$ cat config.mk
export PLATFORM = sky130hd
export DESIGN_NAME = rx_frame_sync
export DESIGN_NICKNAME = d
export VERILOG_FILES = /design/src/rtl/rx_frame_sync.sv
export SDC_FILE = /design/constraint.sdc
export NUM_CORES = 1
export LEC_CHECK = 0
export ABC_AREA = 1
export CAP_MARGIN = 20
export CORE_MARGIN = 8
export CORE_UTILIZATION = 40
export DETAILED_ROUTE_END_ITERATION = 7
export PLACE_DENSITY_LB_ADDON = 0.2
export RECOVER_POWER = 50
export SYNTH_ARGS = -nofsm -noshare
export SYNTH_HDL_FRONTEND = slang
export SYNTH_SLANG_ARGS = --single-unit
$ cat constraint.sdc
create_clock -name inClock -period 2.36 [get_ports inClock]
set_clock_uncertainty 0.05 [all_clocks]
set_input_delay 0.354 -clock inClock [delete_from_list [all_inputs] [get_ports inClock]]
set_output_delay 0.354 -clock inClock [all_outputs]
set_load 0.02 [all_outputs]
$ cat src/rtl/rx_frame_sync.sv
// rtl/rx_frame_sync.sv - 802.15.4 receive deframer: zero-preamble/SFD hunt, PHR length, payload stream; optional FCS check when RX_FRAME_SYNC_CRC_EN is defined
module rx_frame_sync #(
    parameter int MIN_ZERO_NIB = 6,
    parameter int TIMEOUT_CYC  = 1023
) (
    input  logic       inClock,
    input  logic       inReset,
    input  logic [3:0] inFifoData,
    input  logic       inFifoEmpty,
    output logic       outFifoReadEnable,
    output logic [7:0] outByte,
    output logic       outValid,
    input  logic       inReady,
    output logic       outSof,
    output logic       outEof,
    output logic [6:0] outLength,
    output logic       outLenError,
    output logic       outAbort,
    output logic       outCrcOk,
    output logic [7:0] outFrameCount
);

    typedef enum logic [2:0] {
        HUNT, SFD_HI, LEN_LO, LEN_HI, PAYLOAD_LO, PAYLOAD_HI
    } state_t;

`ifdef RX_FRAME_SYNC_CRC_EN
    localparam logic [6:0] MIN_LEN = 7'd3;
`else
    localparam logic [6:0] MIN_LEN = 7'd1;
`endif

    state_t      state_q, state_d;
    logic [3:0]  zcnt_q, zcnt_d;
    logic [15:0] idle_q, idle_d;
    logic        rd_pend_q, rd_pend_d;
    logic        run_q, run_d;
    logic [3:0]  nib_lo_q, nib_lo_d;
    logic [6:0]  rem_q, rem_d;
    logic        first_q, first_d;
    logic [7:0]  byte_q, byte_d;
    logic        valid_q, valid_d;
    logic        sof_q, sof_d;
    logic        eof_q, eof_d;
    logic [6:0]  len_q, len_d;
    logic        len_err_q, len_err_d;
    logic        abort_q, abort_d;
    logic [7:0]  frame_cnt_q, frame_cnt_d;
    logic        abort_fire;
    logic        load;
    logic        load_last;
    logic [6:0]  len_rx;

    assign len_rx = {inFifoData[2:0], nib_lo_q};
    assign run_d  = 1'b1;

`ifdef RX_FRAME_SYNC_CRC_EN
    logic [15:0] crc_q, crc_d;
    logic        crc_ok_q, crc_ok_d;

    // Reflected CRC-16 (x^16+x^12+x^5+1), one nibble, LSB first.
    function automatic logic [15:0] crc_nib(input logic [15:0] c, input logic [3:0] n);
        logic [15:0] r;
        r = c;
        for (int i = 0; i < 4; i++) begin
            if (r[0] ^ n[i]) r = (r >> 1) ^ 16'h8408;
            else             r = r >> 1;
        end
        return r;
    endfunction

    // FCS accumulator: cleared when the length is taken, fed every payload nibble.
    always_comb begin
        crc_d = crc_q;
        if (rd_pend_q) begin
            if (state_q == LEN_HI) begin
                crc_d = '0;
            end else if (state_q == PAYLOAD_LO || state_q == PAYLOAD_HI) begin
                crc_d = crc_nib(crc_q, inFifoData);
            end
        end
    end
`endif

    // Parser: consumes the nibble returned by last cycle's read and runs the idle timeout.
    always_comb begin
        state_d   = state_q;
        zcnt_d    = zcnt_q;
        nib_lo_d  = nib_lo_q;
        rem_d     = rem_q;
        first_d   = first_q;
        len_d     = len_q;
        len_err_d = 1'b0;
        abort_d   = 1'b0;
        load      = 1'b0;
        load_last = 1'b0;
        if (rd_pend_q || state_q == HUNT) idle_d = '0;
        else                              idle_d = idle_q + 16'd1;
        abort_fire = !rd_pend_q && (state_q != HUNT) && (idle_q == 16'(TIMEOUT_CYC - 1));
        if (rd_pend_q) begin
            unique case (state_q)
                HUNT: begin
                    if (inFifoData == 4'h0) begin
                        if (zcnt_q != 4'hF) zcnt_d = zcnt_q + 4'd1;
                    end else if (inFifoData == 4'h7 && zcnt_q >= 4'(MIN_ZERO_NIB)) begin
                        state_d = SFD_HI;
                        zcnt_d  = '0;
                    end else begin
                        zcnt_d = '0;
                    end
                end
                SFD_HI: begin
                    if (inFifoData == 4'hA) begin
                        state_d = LEN_LO;
                    end else begin
                        state_d = HUNT;
                        // a zero here may itself start the next preamble
                        zcnt_d  = (inFifoData == 4'h0) ? 4'd1 : 4'd0;
                    end
                end
                LEN_LO: begin
                    nib_lo_d = inFifoData;
                    state_d  = LEN_HI;
                end
                LEN_HI: begin
                    len_d = len_rx;
                    rem_d = len_rx;
                    if (len_rx < MIN_LEN) begin
                        len_err_d = 1'b1;
                        state_d   = HUNT;
                        zcnt_d    = '0;
                    end else begin
                        first_d = 1'b1;
                        state_d = PAYLOAD_LO;
                    end
                end
                PAYLOAD_LO: begin
                    nib_lo_d = inFifoData;
                    state_d  = PAYLOAD_HI;
                end
                PAYLOAD_HI: begin
                    load      = 1'b1;
                    load_last = (rem_q == 7'd1);
                    rem_d     = rem_q - 7'd1;
                    first_d   = 1'b0;
                    if (rem_q == 7'd1) begin
                        state_d = HUNT;
                        zcnt_d  = '0;
                    end else begin
                        state_d = PAYLOAD_LO;
                    end
                end
                default: state_d = HUNT;
            endcase
        end
        if (abort_fire) begin
            state_d = HUNT;
            zcnt_d  = '0;
            abort_d = 1'b1;
            load    = 1'b0;
        end
    end

    // Output register: hold under backpressure, clear on handshake, reload on a completed byte.
    always_comb begin
        byte_d      = byte_q;
        valid_d     = valid_q;
        sof_d       = sof_q;
        eof_d       = eof_q;
        frame_cnt_d = frame_cnt_q;
`ifdef RX_FRAME_SYNC_CRC_EN
        crc_ok_d    = crc_ok_q;
`endif
        if (valid_q && inReady) begin
            byte_d  = '0;
            valid_d = 1'b0;
            sof_d   = 1'b0;
            eof_d   = 1'b0;
`ifdef RX_FRAME_SYNC_CRC_EN
            crc_ok_d = 1'b0;
`endif
            if (eof_q) frame_cnt_d = frame_cnt_q + 8'd1;
        end
        if (load) begin
            byte_d  = {inFifoData, nib_lo_q};
            valid_d = 1'b1;
            sof_d   = first_q;
            eof_d   = load_last;
`ifdef RX_FRAME_SYNC_CRC_EN
            crc_ok_d = load_last && (crc_d == 16'h0000);
`endif
        end
        if (abort_fire) begin
            byte_d  = '0;
            valid_d = 1'b0;
            sof_d   = 1'b0;
            eof_d   = 1'b0;
`ifdef RX_FRAME_SYNC_CRC_EN
            crc_ok_d = 1'b0;
`endif
        end
    end

    // Read strobe targets the state after the in-flight nibble; a high-nibble read waits for a free output register.
    assign outFifoReadEnable = run_q && !inReset && !inFifoEmpty &&
                               ((state_d != PAYLOAD_HI) || !valid_q || inReady);
    assign rd_pend_d = outFifoReadEnable;

    // State and output registers with synchronous reset.
    always_ff @(posedge inClock) begin
        if (inReset) begin
            state_q     <= HUNT;
            zcnt_q      <= '0;
            idle_q      <= '0;
            rd_pend_q   <= 1'b0;
            run_q       <= 1'b0;
            nib_lo_q    <= '0;
            rem_q       <= '0;
            first_q     <= 1'b0;
            byte_q      <= '0;
            valid_q     <= 1'b0;
            sof_q       <= 1'b0;
            eof_q       <= 1'b0;
            len_q       <= '0;
            len_err_q   <= 1'b0;
            abort_q     <= 1'b0;
            frame_cnt_q <= '0;
`ifdef RX_FRAME_SYNC_CRC_EN
            crc_q       <= '0;
            crc_ok_q    <= 1'b0;
`endif
        end else begin
            state_q     <= state_d;
            zcnt_q      <= zcnt_d;
            idle_q      <= idle_d;
            rd_pend_q   <= rd_pend_d;
            run_q       <= run_d;
            nib_lo_q    <= nib_lo_d;
            rem_q       <= rem_d;
            first_q     <= first_d;
            byte_q      <= byte_d;
            valid_q     <= valid_d;
            sof_q       <= sof_d;
            eof_q       <= eof_d;
            len_q       <= len_d;
            len_err_q   <= len_err_d;
            abort_q     <= abort_d;
            frame_cnt_q <= frame_cnt_d;
`ifdef RX_FRAME_SYNC_CRC_EN
            crc_q       <= crc_d;
            crc_ok_q    <= crc_ok_d;
`endif
        end
    end

    assign outByte       = byte_q;
    assign outValid      = valid_q;
    assign outSof        = sof_q;
    assign outEof        = eof_q;
    assign outLength     = len_q;
    assign outLenError   = len_err_q;
    assign outAbort      = abort_q;
    assign outFrameCount = frame_cnt_q;
`ifdef RX_FRAME_SYNC_CRC_EN
    assign outCrcOk      = crc_ok_q;
`else
    assign outCrcOk      = 1'b0;
`endif

endmodule

* Word-level counts from Yosys, hierarchy flattened
Index checks and enable logic that the tools add are counted.
W data, S select, Z words.
** Word-level totals
- Register bits after elaboration :: 65
- Output and inout port bits :: 30
- Logic and storage cells :: 102
** Operators by class
- $add $sub $neg :: 4
- Order comparisons :: 2
- Eq/ne operators :: 16
- Muxes and demuxes :: 32
- Bitwise operators :: 2
- Reduce and logical (&&, ||, !) cells :: 30
** Operators by type and width (number)
- $mux W4 :: 5
- $mux W3 :: 6
- $pmux W3 S6 :: 1
- $add A16 B1 Y16 const B :: 1
- $eq A16 B10 Y1 const B :: 1
- $mux W8 :: 2
- $pmux W4 S4 :: 1
- $mux W1 :: 14
- $pmux W7 S2 :: 1
- $add A8 B1 Y8 const B :: 1
- $ne A2 B2 Y1 const B :: 4
- $reduce_and A2 Y1 :: 4
- $eq A7 B1 Y1 const B :: 1
- $logic_and A1 B1 Y1 :: 7
- $lt A7 B1 Y1 const B :: 1
- $sub A7 B1 Y7 const B :: 1
- $eq A3 B2 Y1 const B :: 2
- $eq A3 B3 Y1 const B :: 2
- $reduce_and A6 Y1 :: 1
- $reduce_or A2 Y1 :: 3
- $add A4 B1 Y4 const B :: 1
- $eq A4 B3 Y1 const B :: 1
- $eq A4 B4 Y1 const B :: 1
- $ge A4 B3 Y1 const B :: 1
- other kinds (16) :: 23

* Depth between registers and ports, before layout
Gate-level depths: netlist (run 1).
- Word-level depth :: 11
- Gate-level depth with buffers :: 11
- Depth with buffers taken out :: 11

* Worst setup path before layout (run 1)
No wires, ideal clock.
- Path kind :: reg-to-output
- Start point :: register state_q[2]
- End point :: output outFifoReadEnable
- Arrival :: 1.353 ns
- Slack :: 0.603 ns
- Cell stages (with the launch flop) :: 11
- Cell sequence :: dfxtp_1 inv_2 nand3_1 nand2_1 nand2_2 nand2_1 nor2_1 nor2_1 nand2_1 nor2_1 nor2_1
** Between the ends
- Word-level cells in the longest chain between the ends :: 9
** RTL lines
- from (decl) :: RTL line 33 : state_t state_q, state_d;
- from (signal assigned) :: RTL line 233 : state_q <= state_d;
- $mux W3 :: RTL line 105 : end else if (inFifoData == 4'h7 && zcnt_q >= 4'(MIN_ZERO_NIB)) begin
- $mux W3 :: RTL line 103 : if (inFifoData == 4'h0) begin
- $pmux W3 S6 :: RTL line 101 : unique case (state_q)
- $mux W3 :: RTL line 100 : if (rd_pend_q) begin
- $mux W3 (*) :: RTL line 156 : if (abort_fire) begin
- $ne A3 B3 Y1 (*) :: RTL line 206 : ((state_d != PAYLOAD_HI) || !valid_q || inReady);
- $logic_or A1 B1 Y1 (*) (2 in a row) :: RTL line 206
- $logic_and A1 B1 Y1 (*) :: RTL line 205 : assign outFifoReadEnable = run_q && !inReset && !inFifoEmpty &&
- to (decl) :: RTL line 10 : output logic outFifoReadEnable,
Mark *: on every way between the ends. The rest lies on a longest branch, timed or not.

* Final worst setup path (run 1)
- Start point :: register idle_q[0]
- End point :: output outFifoReadEnable
** Between the ends
- Word-level cells in the longest chain between the ends :: 7
** RTL lines
- from (decl) :: RTL line 35 : logic [15:0] idle_q, idle_d;
- from (signal assigned) :: RTL line 235 : idle_q <= idle_d;
- $eq A16 B10 Y1 :: RTL line 99 : abort_fire = !rd_pend_q && (state_q != HUNT) && (idle_q == 16'(TIMEOUT_CYC - 1));
- $logic_and A1 B1 Y1 :: RTL line 99
- $mux W3 :: RTL line 156
- $ne A3 B3 Y1 :: RTL line 206
- $logic_or A1 B1 Y1 (2 in a row) :: RTL line 206
- $logic_and A1 B1 Y1 :: RTL line 205
Every way passes these cells.

==> metrics.md, run 1 <==
| Metric | Value |
|---|---|
| Status | `finished, final reports clean` |
| Maxcap violations | `0` |
| Vias in the first global route | `2,937` |
| Comb pwr share | `0.057` |
| Core area | `7290 um^2` |
| Pre-CTS WS | `-0.384 ns` |
| Area Overhead vs Synth | `32.5%` |
| Post-Syn Instances | `440` |
| Hold path depth | `2` |
| Share of cells above drive strength 1 | `0.144` |
| Die Y | `103 um` |
| PortBufs | `36` |
| Sequential Power Share | `0.479` |
| Final Max Slew Viols | `0` |
| CTS Buffer Depth | `2` |
| Synth unique cells | `31` |
| Leakage power | `0.00162 uW` |
| Post-Syn Area | `3040 um^2` |
| Worst Reg-to-Reg Cells | `8` |
| Hold Vio Cnt, Final | `0` |
| Critical path's largest stage delay | `0.32 ns` |
| Number of enable flip-flop cells after synthesis | `0` |
| Worst path most repeated cell | `nand3_1` |
| Clock sinks | `65` |
| Critical Path Slowest Stage Cell | `dfxtp_1` |
| Delay-heaviest family, CP | `simple AND/OR/NAND/NOR gates` |
| Clk root buf | `clkbuf_8` |
| Worst Setup End Kind | `output pin` |
| Met2 usage | `0.258` |
| First-pass GRT wire length | `13,300 um` |
| VDD IR max | `0.431 mV` |
| Critical path class | `register to output pin` |
| Req. time, crit path | `1.96 ns` |
| Rows | `31` |
| Clk slew on worst S/H paths | `0.07 ns` |
| Internal Power | `1790 uW` |
| Die area | `10,600 um^2` |
| Via density | `4.77` |
| Met1 usage | `0.196` |
| Overflow after GRT | `0` |
| Crit-path max FO | `3` |
| Final net count | `536` |
| Pwr Density | `578 nW/um^2` |
| Worst skew pair latency | `0.34 ns` |
| CTS Buf Count | `9` |
| Ys Warns | `0` |
| Sequential share of the synthesized area | `0.429` |
| Critical path startpoint | `idle_q[0]$_SDFF_PP0_` |
| Most frequent cell after synthesis | `nand2_1` |
| Hold Path Class | `register to register` |
| # diodes | `0` |
| I/O pin total | `38` |
| Worst path arrival time | `1.83 ns` |
| Total GRT Usage | `0.159` |
| CTS H-tree lvls | `3` |
| Initial antenna violation count | `0` |
| Synth Register Bits | `65` |
| Final Cycle Share | `0.947` |
| Main area contributors after synthesis | `dfxtp_1 (43%), nand2_1 (12%), nor2_1 (9.4%)` |
| Wire length per cell | `12.5 um` |
| Buffers and inverters on the worst path | `2` |
| Met3 Use GR | `0.0459` |
| Die width | `103 um` |
| Critical R2R Launch | `state_q[0]$_SDFF_PP0_` |
| Tightest Pin Transition | `0.997 ns` |
| Crit path launch type | `register` |
| Pin count of the biggest net entering global routing | `22` |
| Crit path cell chain | `inv_1, ha_1, nand3_1, nor2_1, nand3_1, nand3_1, nand2_1, nor2_2, nor2_2, buf_4` |
| Final Power | `2320 uW` |
| Finished layout cell area | `4020 um^2` |
| Antenna viol nets, final | `0` |
| Total length of routed wires | `7810 um` |
| Via count | `2,984` |
| Fmax | `447 MHz` |
| Clock power share | `0.464` |
| HP Start | `outByte[7]$_SDFFE_PP0P_` |
| Post-synth top cells | `nand2_1 (94), nor2_1 (76), dfxtp_1 (65)` |
| Number of remaining DRC errors | `0` |
| Top cell type's share of synthesized area | `0.429` |
| Synth area leader | `dfxtp_1` |
| Setup WS post-layout | `0.125 ns` |
| 1st-iter DRT viols | `184` |
| Fraction of registers with async set or reset after synthesis | `0` |
| Switching Fraction | `0.231` |
| NetSw | `536 uW` |
| Synthesized net count | `455` |
| Setup violators final | `0` |
| Fin crit period | `2.24 ns` |
| Synth Flop Type | `dfxtp_1` |
| CTS tree | `yes` |
| Instance area at placement | `3790 um^2` |
| Hold_ws | `0.408 ns` |
| Avg Inst Size Synth | `6.90 um^2` |
| GPL Wtd Cong | `0.858` |
| Initial Utilization | `0.416` |
| Max_slew headroom | `0.336` |
| DRT Pass-1 Iters | `4` |
| Dpl hpwl | `5810 um` |
| Worst path depth | `10` |
| Busiest grt layer | `met2` |
[path summary, 6_finish.rpt]
| check | endpoint | slack [ns] |
|---|---|---|
| max | outFifoReadEnable | 0.12 |
| min | outByte[7]$_SDFFE_PP0P_ | 0.41 |
| max reg2reg | rem_q[1]$_SDFFE_PP0P_ | 0.36 |
| min reg2reg | outByte[7]$_SDFFE_PP0P_ | 0.41 |
[layer usage]
metal	vias to the layer above	part of all wire
li1	1577	-
met1	1344	0.49
met2	56	0.45
met3	7	0.052
met4	0	0.0087
met5	-	0
[flip-flops by register name (all words and copies together) (netlist names), 3 cells and up]
name and count:
rem_q 7, state_q 3, idle_q 16, outLength 7
outFrameCount 8, zcnt_q 4, outByte 8, nib_lo_q 4
[layout by cell type (no fill, tap or decap)]
master	n
nand3_1	30
nand3b_1	1
clkinv_2	1
nor4_1	1
o22ai_1	1
inv_2	7
a31oi_1	1
dlygate4sd3_1	4
clkbuf_8	10
bufinv_16	2
nand2_1	96
clkbuf_2	1
buf_4	40
ha_1	7
clkdlybuf4s50_1	28
nor2_4	1
a21oi_2	2
xnor2_1	4
conb_1	1
o21ai_0	24
dlymetal6s2s_1	3
clkbuf_1	2
nand4_1	5
dfxtp_1	65
and3_1	1
or2_2	2
o21a_1	1
nor2_2	5
a21oi_1	45
o21ai_1	1
inv_6	1
nor2_1	72
nor3b_1	1
inv_1	42
and2_1	1
clkinvlp_4	2
nor3_1	7
nand2_2	2
xor2_1	6
[stage by stage]
step	setup TNS, ns	std cells	utilization
floorplan	0	440	-
global placement	-0.346	608	0.519
detailed placement	-0.384	608	0.519
CTS	0	624	0.550
global route	-0.00169	625	0.551
finish	0	625	0.551
[area by class of cell]
type / count / area [um^2]
clock buffers: 10 / 138
clock inverters: 6 / 88.8
fillers: 734 / 3270
inverters: 49 / 184
multi-input cells: 318 / 1520
flip-flops and latches: 65 / 1300
well taps: 99 / 124
repair buffers: 78 / 671
[kinds of logic after synthesis]
family,synth area share
and+or+nand+nor,0.311
AOI/OAI and AO/OA,0.128
DFF,0.429
buffers and inverters,0.0738
xor gates and xnor gates,0.0289
adders and majority gates,0.0289
other,0.00124
[worst reg2reg max path, cell delays in order, from the launching register on]
cell      delay (ns)
dfxtp_1         0.43
nand2_1         0.15
nor2_4          0.12
clkbuf_1        0.28
nand2_1         0.26
nand2_1         0.20
inv_1           0.15
o21ai_0         0.21
a21oi_1         0.06
[power by group through the flow]
| stage | Sequential (uW) | Combinational [uW] | Clock (uW) |
|---|---|---|---|
| 5_1_grt | 1110 | 149 | 1170 |
| 3_5_place_dp | 1140 | 134 | 0 |
| 2_1_floorplan | 1140 | 65.1 | 0 |
| 6_report | 1110 | 133 | 1080 |
| 3_3_place_gp | 1140 | 133 | 0 |
| 4_1_cts | 1110 | 134 | 1100 |
[timing repair]
item	in CTS	in global routing
setup buffers	0	1
gates resized for setup	4	8
setup endpoints to repair	1	1
pin swaps	0	1
hold buffers	0	0
Power figures use the tool's default switching activity.
==> inputs of run 2 (changes only) <==
- CELL_PAD_IN_SITES_DETAIL_PLACEMENT: not set -> 2
- CELL_PAD_IN_SITES_GLOBAL_PLACEMENT: not set -> 2
- CORE_UTILIZATION: 40 -> 33
==> run 2 against run 1 <==
Compared with the run above:
- setup slack lost 0.058 ns
- largest power group unchanged
- count of clock-buffer cells in the layout grew 3
- via count grew 8.1%
- global-route usage grew 3.0 points
- flip-flop and latch count is the same
- sequential power is essentially flat
- combinational power grew 11%
- die area grew 18%
==> metrics.md, run 2 (synthesis gave the netlist of run 1 again) <==
| Metric | Value |
|---|---|
| Fmax | `436 MHz` |
| Comb pwr share | `0.065` |
| Clk root buf | `clkbuf_8` |
| Antenna viol nets, final | `0` |
| Req. time, crit path | `1.96 ns` |
| Total GRT Usage | `0.189` |
| Largest Register | `idle_q` |
| Share of cells above drive strength 1 | `0.161` |
| Hold Path Class | `primary input to register` |
| Setup violators final | `0` |
| Worst path depth | `11` |
| Pwr Density | `559 nW/um^2` |
| Placed insts | `617` |
| Via density | `5.09` |
| Worst Setup End Kind | `output pin` |
| Clk slew on worst S/H paths | `0.08 ns` |
| Critical R2R Launch | `state_q[0]$_SDFF_PP0_` |
| Buffers and inverters on the worst path | `2` |
| # diodes | `0` |
| NetSw | `557 uW` |
| GPL Wtd Cong | `0.824` |
| R2R Path End | `rem_q[5]$_SDFFE_PP0P_` |
| Critical path startpoint | `state_q[2]$_SDFF_PP0_` |
| Fin crit period | `2.29 ns` |
| Die width | `112 um` |
| Rows | `35` |
| Worst path arrival time | `1.89 ns` |
| CTS Buffer Depth | `2` |
| Leakage power | `0.00162 uW` |
| PortBufs | `36` |
| Non-Filler Instances | `634` |
| Crit path cell chain | `buf_4, nand2_1, nand2_1, nand2_2, nand2_1, nor2_2, nor2_1, nand2_1, nor2_2, nor2_2, buf_4` |
| Delay-heaviest family, CP | `simple AND/OR/NAND/NOR gates` |
| Critical Path Slowest Stage Cell | `dfxtp_1` |
| CTS H-tree lvls | `3` |
| Clock power share | `0.442` |
| Die area | `12,500 um^2` |
| Crit path to | `outFifoReadEnable` |
| Internal Power | `1700 uW` |
| 1st-iter DRT viols | `120` |
| Core area | `9060 um^2` |
| Vias in the first global route | `3,687` |
| CTS Buf Count | `9` |
| # fillers | `1,085` |
| Initial Utilization | `0.335` |
| I/O pin total | `38` |
| Clock sinks | `65` |
| Final Power | `2260 uW` |
| R2R Setup Slk | `0.33 ns` |
| CTS tree | `yes` |
| Worst Reg-to-Reg Cells | `9` |
| Tightest Pin Transition | `0.536 ns` |
| Status | `finished, final reports clean` |
| Commonest non-fill, non-tap cell in the layout | `nand2_1` |
| Hold_ws | `0.314 ns` |
| Max_slew headroom | `0.643` |
| First-pass GRT wire length | `19,000 um` |
| Overflow after GRT | `0` |
| Number of remaining DRC errors | `0` |
| DRT Pass-1 Iters | `4` |
| Wire length per cell | `18.5 um` |
| Hold Vio Cnt, Final | `0` |
| Maxcap violations | `0` |
| Final Cycle Share | `0.972` |
| Die Y | `112 um` |
| VDD IR max | `0.272 mV` |
| Pin count of the biggest net entering global routing | `22` |
| Critical path's largest stage delay | `0.38 ns` |
| Via count | `3,226` |
| Dpl hpwl | `8150 um` |
| Hold_buf cts | `0` |
| Worst path most repeated cell | `nand2_1` |
| Most frequent cells in the layout | `nand2_1 (95), nor2_1 (66), dfxtp_1 (61)` |
| Area Overhead vs Synth | `33.1%` |
| Switching Fraction | `0.247` |
| Total length of routed wires | `11,700 um` |
| Worst skew pair latency | `0.35 ns` |
| Sequential Power Share | `0.493` |
| Max reg flops | `16` |
| Final net count | `534` |
| Critical path class | `register to output pin` |
| Post-Route Setup TNS | `0 ns` |
| Final Max Slew Viols | `0` |
| Crit path launch type | `register` |
| Initial antenna violation count | `0` |
| Crit-path max FO | `4` |
-- run 2: cell type report --
type	count	area (um^2)	area share
multi-input combinational	318	1560	0.386
timing repair buffer	76	653	0.162
inverter	49	184	0.0455
clock inverter	2	37.5	0.00929
tap	111	139	0.0344
sequential	65	1310	0.324
clock buffer	13	159	0.0393
-- run 2: repair_timing --
action | in CTS | in global routing
pin swaps | 0 | 5
setup endpoints to repair | 1 | 1
endpoints found under the hold margin | 0 | 0
resized for setup | 15 | 16
setup buffers | 0 | 2
-- run 2: per-stage QoR --
stage | util | cell area (um^2) | setup WS [ns]
final | 0.446 | 4040 | 0.0667
after global routing | 0.446 | 4040 | -0.0350
after CTS | 0.440 | 3990 | 0.00444
after detailed placement | 0.417 | 3780 | -0.501
after global placement | 0.417 | 3780 | -0.359
after floorplan | - | 3040 | 0.603
-- run 2: worst min path at each step --
stage                             from                      end  cells after the start
2_1_floorplan            run_q$_DFF_P_     rd_pend_q$_SDFF_PP0_                      2
3_3_place_gp   outByte[1]$_SDFFE_PP0P_  outByte[1]$_SDFFE_PP0P_                      2
3_5_place_dp   outByte[7]$_SDFFE_PP0P_  outByte[7]$_SDFFE_PP0P_                      2
4_1_cts        outByte[7]$_SDFFE_PP0P_  outByte[7]$_SDFFE_PP0P_                      2
5_1_grt                  inFifoData[3]  outByte[7]$_SDFFE_PP0P_                      3
6_report                 inFifoData[3]  outByte[7]$_SDFFE_PP0P_                      3
-- run 2: worst min-delay path, stage by stage --
cell and delay [ns]:
dlymetal6s2s_1 0.16, nand2_1 0.08, a21oi_1 0.06
-- run 2: per-layer routing --
layer,track usage,up-vias,share of wire
li1,-,1561,-
met1,0.208,1579,0.42
met2,0.342,64,0.51
met3,0.0455,22,0.042
met4,0.0693,0,0.023
met5,0,-,0
-- run 2: power groups by stage --
| stage | Clock (uW) | Combinational [uW] | Sequential (uW) |
|---|---|---|---|
| detailed placement | 0 | 141 | 1140 |
| global route | 1050 | 160 | 1110 |
| global placement | 0 | 134 | 1140 |
| CTS | 1010 | 148 | 1110 |
| finish | 999 | 147 | 1110 |
| floorplan | 0 | 65.1 | 1140 |
==> inputs of run 3 (changes only) <==
==> constraint.sdc (replaced) <==
create_clock -name inClock -period 2.36 [get_ports inClock]
set_clock_uncertainty 0.05 [all_clocks]
set_input_delay 0.472 -clock inClock [delete_from_list [all_inputs] [get_ports inClock]]
set_output_delay 0.472 -clock inClock [all_outputs]
set_load 0.02 [all_outputs]
==> run 3 against run 2 <==
Compared with the run above:
- global-route usage up 4.5 points
- highest routed layer unchanged
- combinational power up 44%
- setup slack worse by 0.20 ns
- the flow now finishes with violations (setup timing)
- utilization up 5.7 points
- die area unchanged
- cell area up 13%
- sequential power about the same
- total power up 8.3%
- sequential share of layout area down 3.4 points
==> metrics.md, run 3 (synthesis gave the netlist of run 1 again) <==
| Metric | Value |
|---|---|
| Number of remaining DRC errors | `0` |
| Req. time, crit path | `1.84 ns` |
| Critical path class | `register to output pin` |
| Pre-CTS WS | `-0.736 ns` |
| CTS Buffer Depth | `2` |
| # diodes | `0` |
| Pwr Density | `537 nW/um^2` |
| Fin crit period | `2.49 ns` |
| Clk root buf | `clkbuf_8` |
| Dpl hpwl | `8220 um` |
| Largest Register | `idle_q` |
| Die area | `12,500 um^2` |
| Initial antenna violation count | `0` |
| First-pass GRT wire length | `22,900 um` |
| Via density | `5.45` |
| Hold path depth | `3` |
| Core area | `9060 um^2` |
| Total GRT Usage | `0.234` |
| Worst Setup End Kind | `output pin` |
| Final net count | `577` |
| CTS tree | `yes` |
| 1st-iter DRT viols | `153` |
| Area Overhead vs Synth | `50.1%` |
| Hold_ws | `0.412 ns` |
| Final Max Slew Viols | `0` |
| Share of cells above drive strength 1 | `0.317` |
| Worst skew pair latency | `0.37 ns` |
| Pin count of the biggest net entering global routing | `22` |
| Clk slew on worst S/H paths | `0.08 ns` |
| I/O pin total | `38` |
| Failing checks | `setup timing` |
| Max reg flops | `16` |
| RSZ-0062 raised after global routing | `yes` |
| Clock sinks | `65` |
| Overflow after GRT | `0` |
| Register area | `1320 um^2` |
| Rows | `35` |
| Leakage power | `0.00183 uW` |
| Total length of routed wires | `17,400 um` |
| Setup WS post-layout | `-0.129 ns` |
| Vias in the first global route | `4,009` |
| Crit-path max FO | `2` |
| Wire length per cell | `25.7 um` |
| DRT Pass-1 Iters | `5` |
| Fmax | `402 MHz` |
| Commonest non-fill, non-tap cell in the layout | `nand2_1` |
| Hold Path Class | `primary input to register` |
| CTS H-tree lvls | `3` |
| Crit path launch type | `register` |
| Setup violators final | `1` |
| Via count | `3,694` |
| Worst Reg-to-Reg Cells | `16` |
| Die width | `112 um` |
| Status | `finished with violations` |
| GPL Wtd Cong | `0.848` |
| Final Cycle Share | `1.05` |
| Initial Utilization | `0.335` |
| VDD IR max | `0.345 mV` |
| Worst path arrival time | `1.97 ns` |
| Post-Route Setup TNS | `-0.129 ns` |
| Die Y | `112 um` |
| Area of the multi-input gates | `1730 um^2` |
| Antenna viol nets, final | `0` |
| Hold Vio Cnt, Final | `0` |
| Placed insts | `640` |
| Non-Filler Instances | `678` |
| Most frequent cells in the layout | `nand2_1 (81), buf_4 (80), dfxtp_1 (55)` |
| CTS Buf Count | `9` |
| PortBufs | `36` |
| Hold_buf cts | `0` |
| Maxcap violations | `0` |
| # fillers | `1,012` |
==> run 3: cell count changes in the layout (fill, tap and decap cells not counted), moves of 9 or more <==
cell / before / now
nand2_2: 3 / 16
nand2_1: 95 / 81
buf_4: 37 / 80
dlygate4sd3_1: 9 / 0
clkdlybuf4s50_1: 22 / 31
nor2_1: 66 / 53
==> run 3: where the power goes <==
group | internal [uW] | switching, uW
sequential | 1100 | 10.8
combinational | 85.0 | 126
clock | 623 | 499
total | 1810 | 635
==> run 3: final cells by class <==
class / count / area share
Multi-Input combinational cell: 318 / 0.379
Sequential cell: 65 / 0.290
Timing Repair Buffer: 119 / 0.211
Inverter: 49 / 0.0404
Clock buffer: 11 / 0.0310
Tap cell: 111 / 0.0305
Clock inverter: 5 / 0.0173
==> run 3: final timing paths <==
path | startpoint | to | slack [ns]
setup reg to reg | state_q[2]$_SDFF_PP0_ | state_q[0]$_SDFF_PP0_ | 0.01
hold reg to reg | outByte[7]$_SDFFE_PP0P_ | outByte[7]$_SDFFE_PP0P_ | 0.43
setup / recovery | rem_q[0]$_SDFFE_PP0P_ | outFifoReadEnable | -0.13
hold / removal | inFifoData[3] | outByte[7]$_SDFFE_PP0P_ | 0.41
==> run 3: repair_timing <==
action                     4_1_cts  5_1_grt
pin swaps                       16       26
setup endpoints to repair        1        2
buffers inserted                12       11
gates resized for setup         38       59
==> run 3: through the flow <==
stage | utilization | power, uW | instance area, um^2
6_report | 0.503 | 2450 | 4560
5_1_grt | 0.503 | 2510 | 4560
4_1_cts | 0.478 | 2380 | 4340
3_5_place_dp | 0.436 | 1290 | 3950
3_3_place_gp | 0.436 | 1280 | 3950
2_1_floorplan | - | 1200 | 3040
==> run 3: per-layer routing <==
metal  global-route usage  routed length [um]  part of all wire  vias up
met5                    0                   0                 0        -
met4               0.0902                 476             0.027        0
met3               0.0584                 669             0.038       36
met2                0.414                9120              0.52      109
met1                0.264                7180              0.41     1890
li1                     -                   -                 -     1659
==> run 3: critical path, cell delays in order, from the launching register on <==
cell and delay, ns:
dfxtp_1 0.43, ha_4 0.17, nand2_2 0.06, nor2_2 0.15, nor2_1 0.06, nor2_1 0.16
nand3_1 0.11, nand2_2 0.11, nor2_4 0.06, nor2_1 0.13, buf_4 0.17
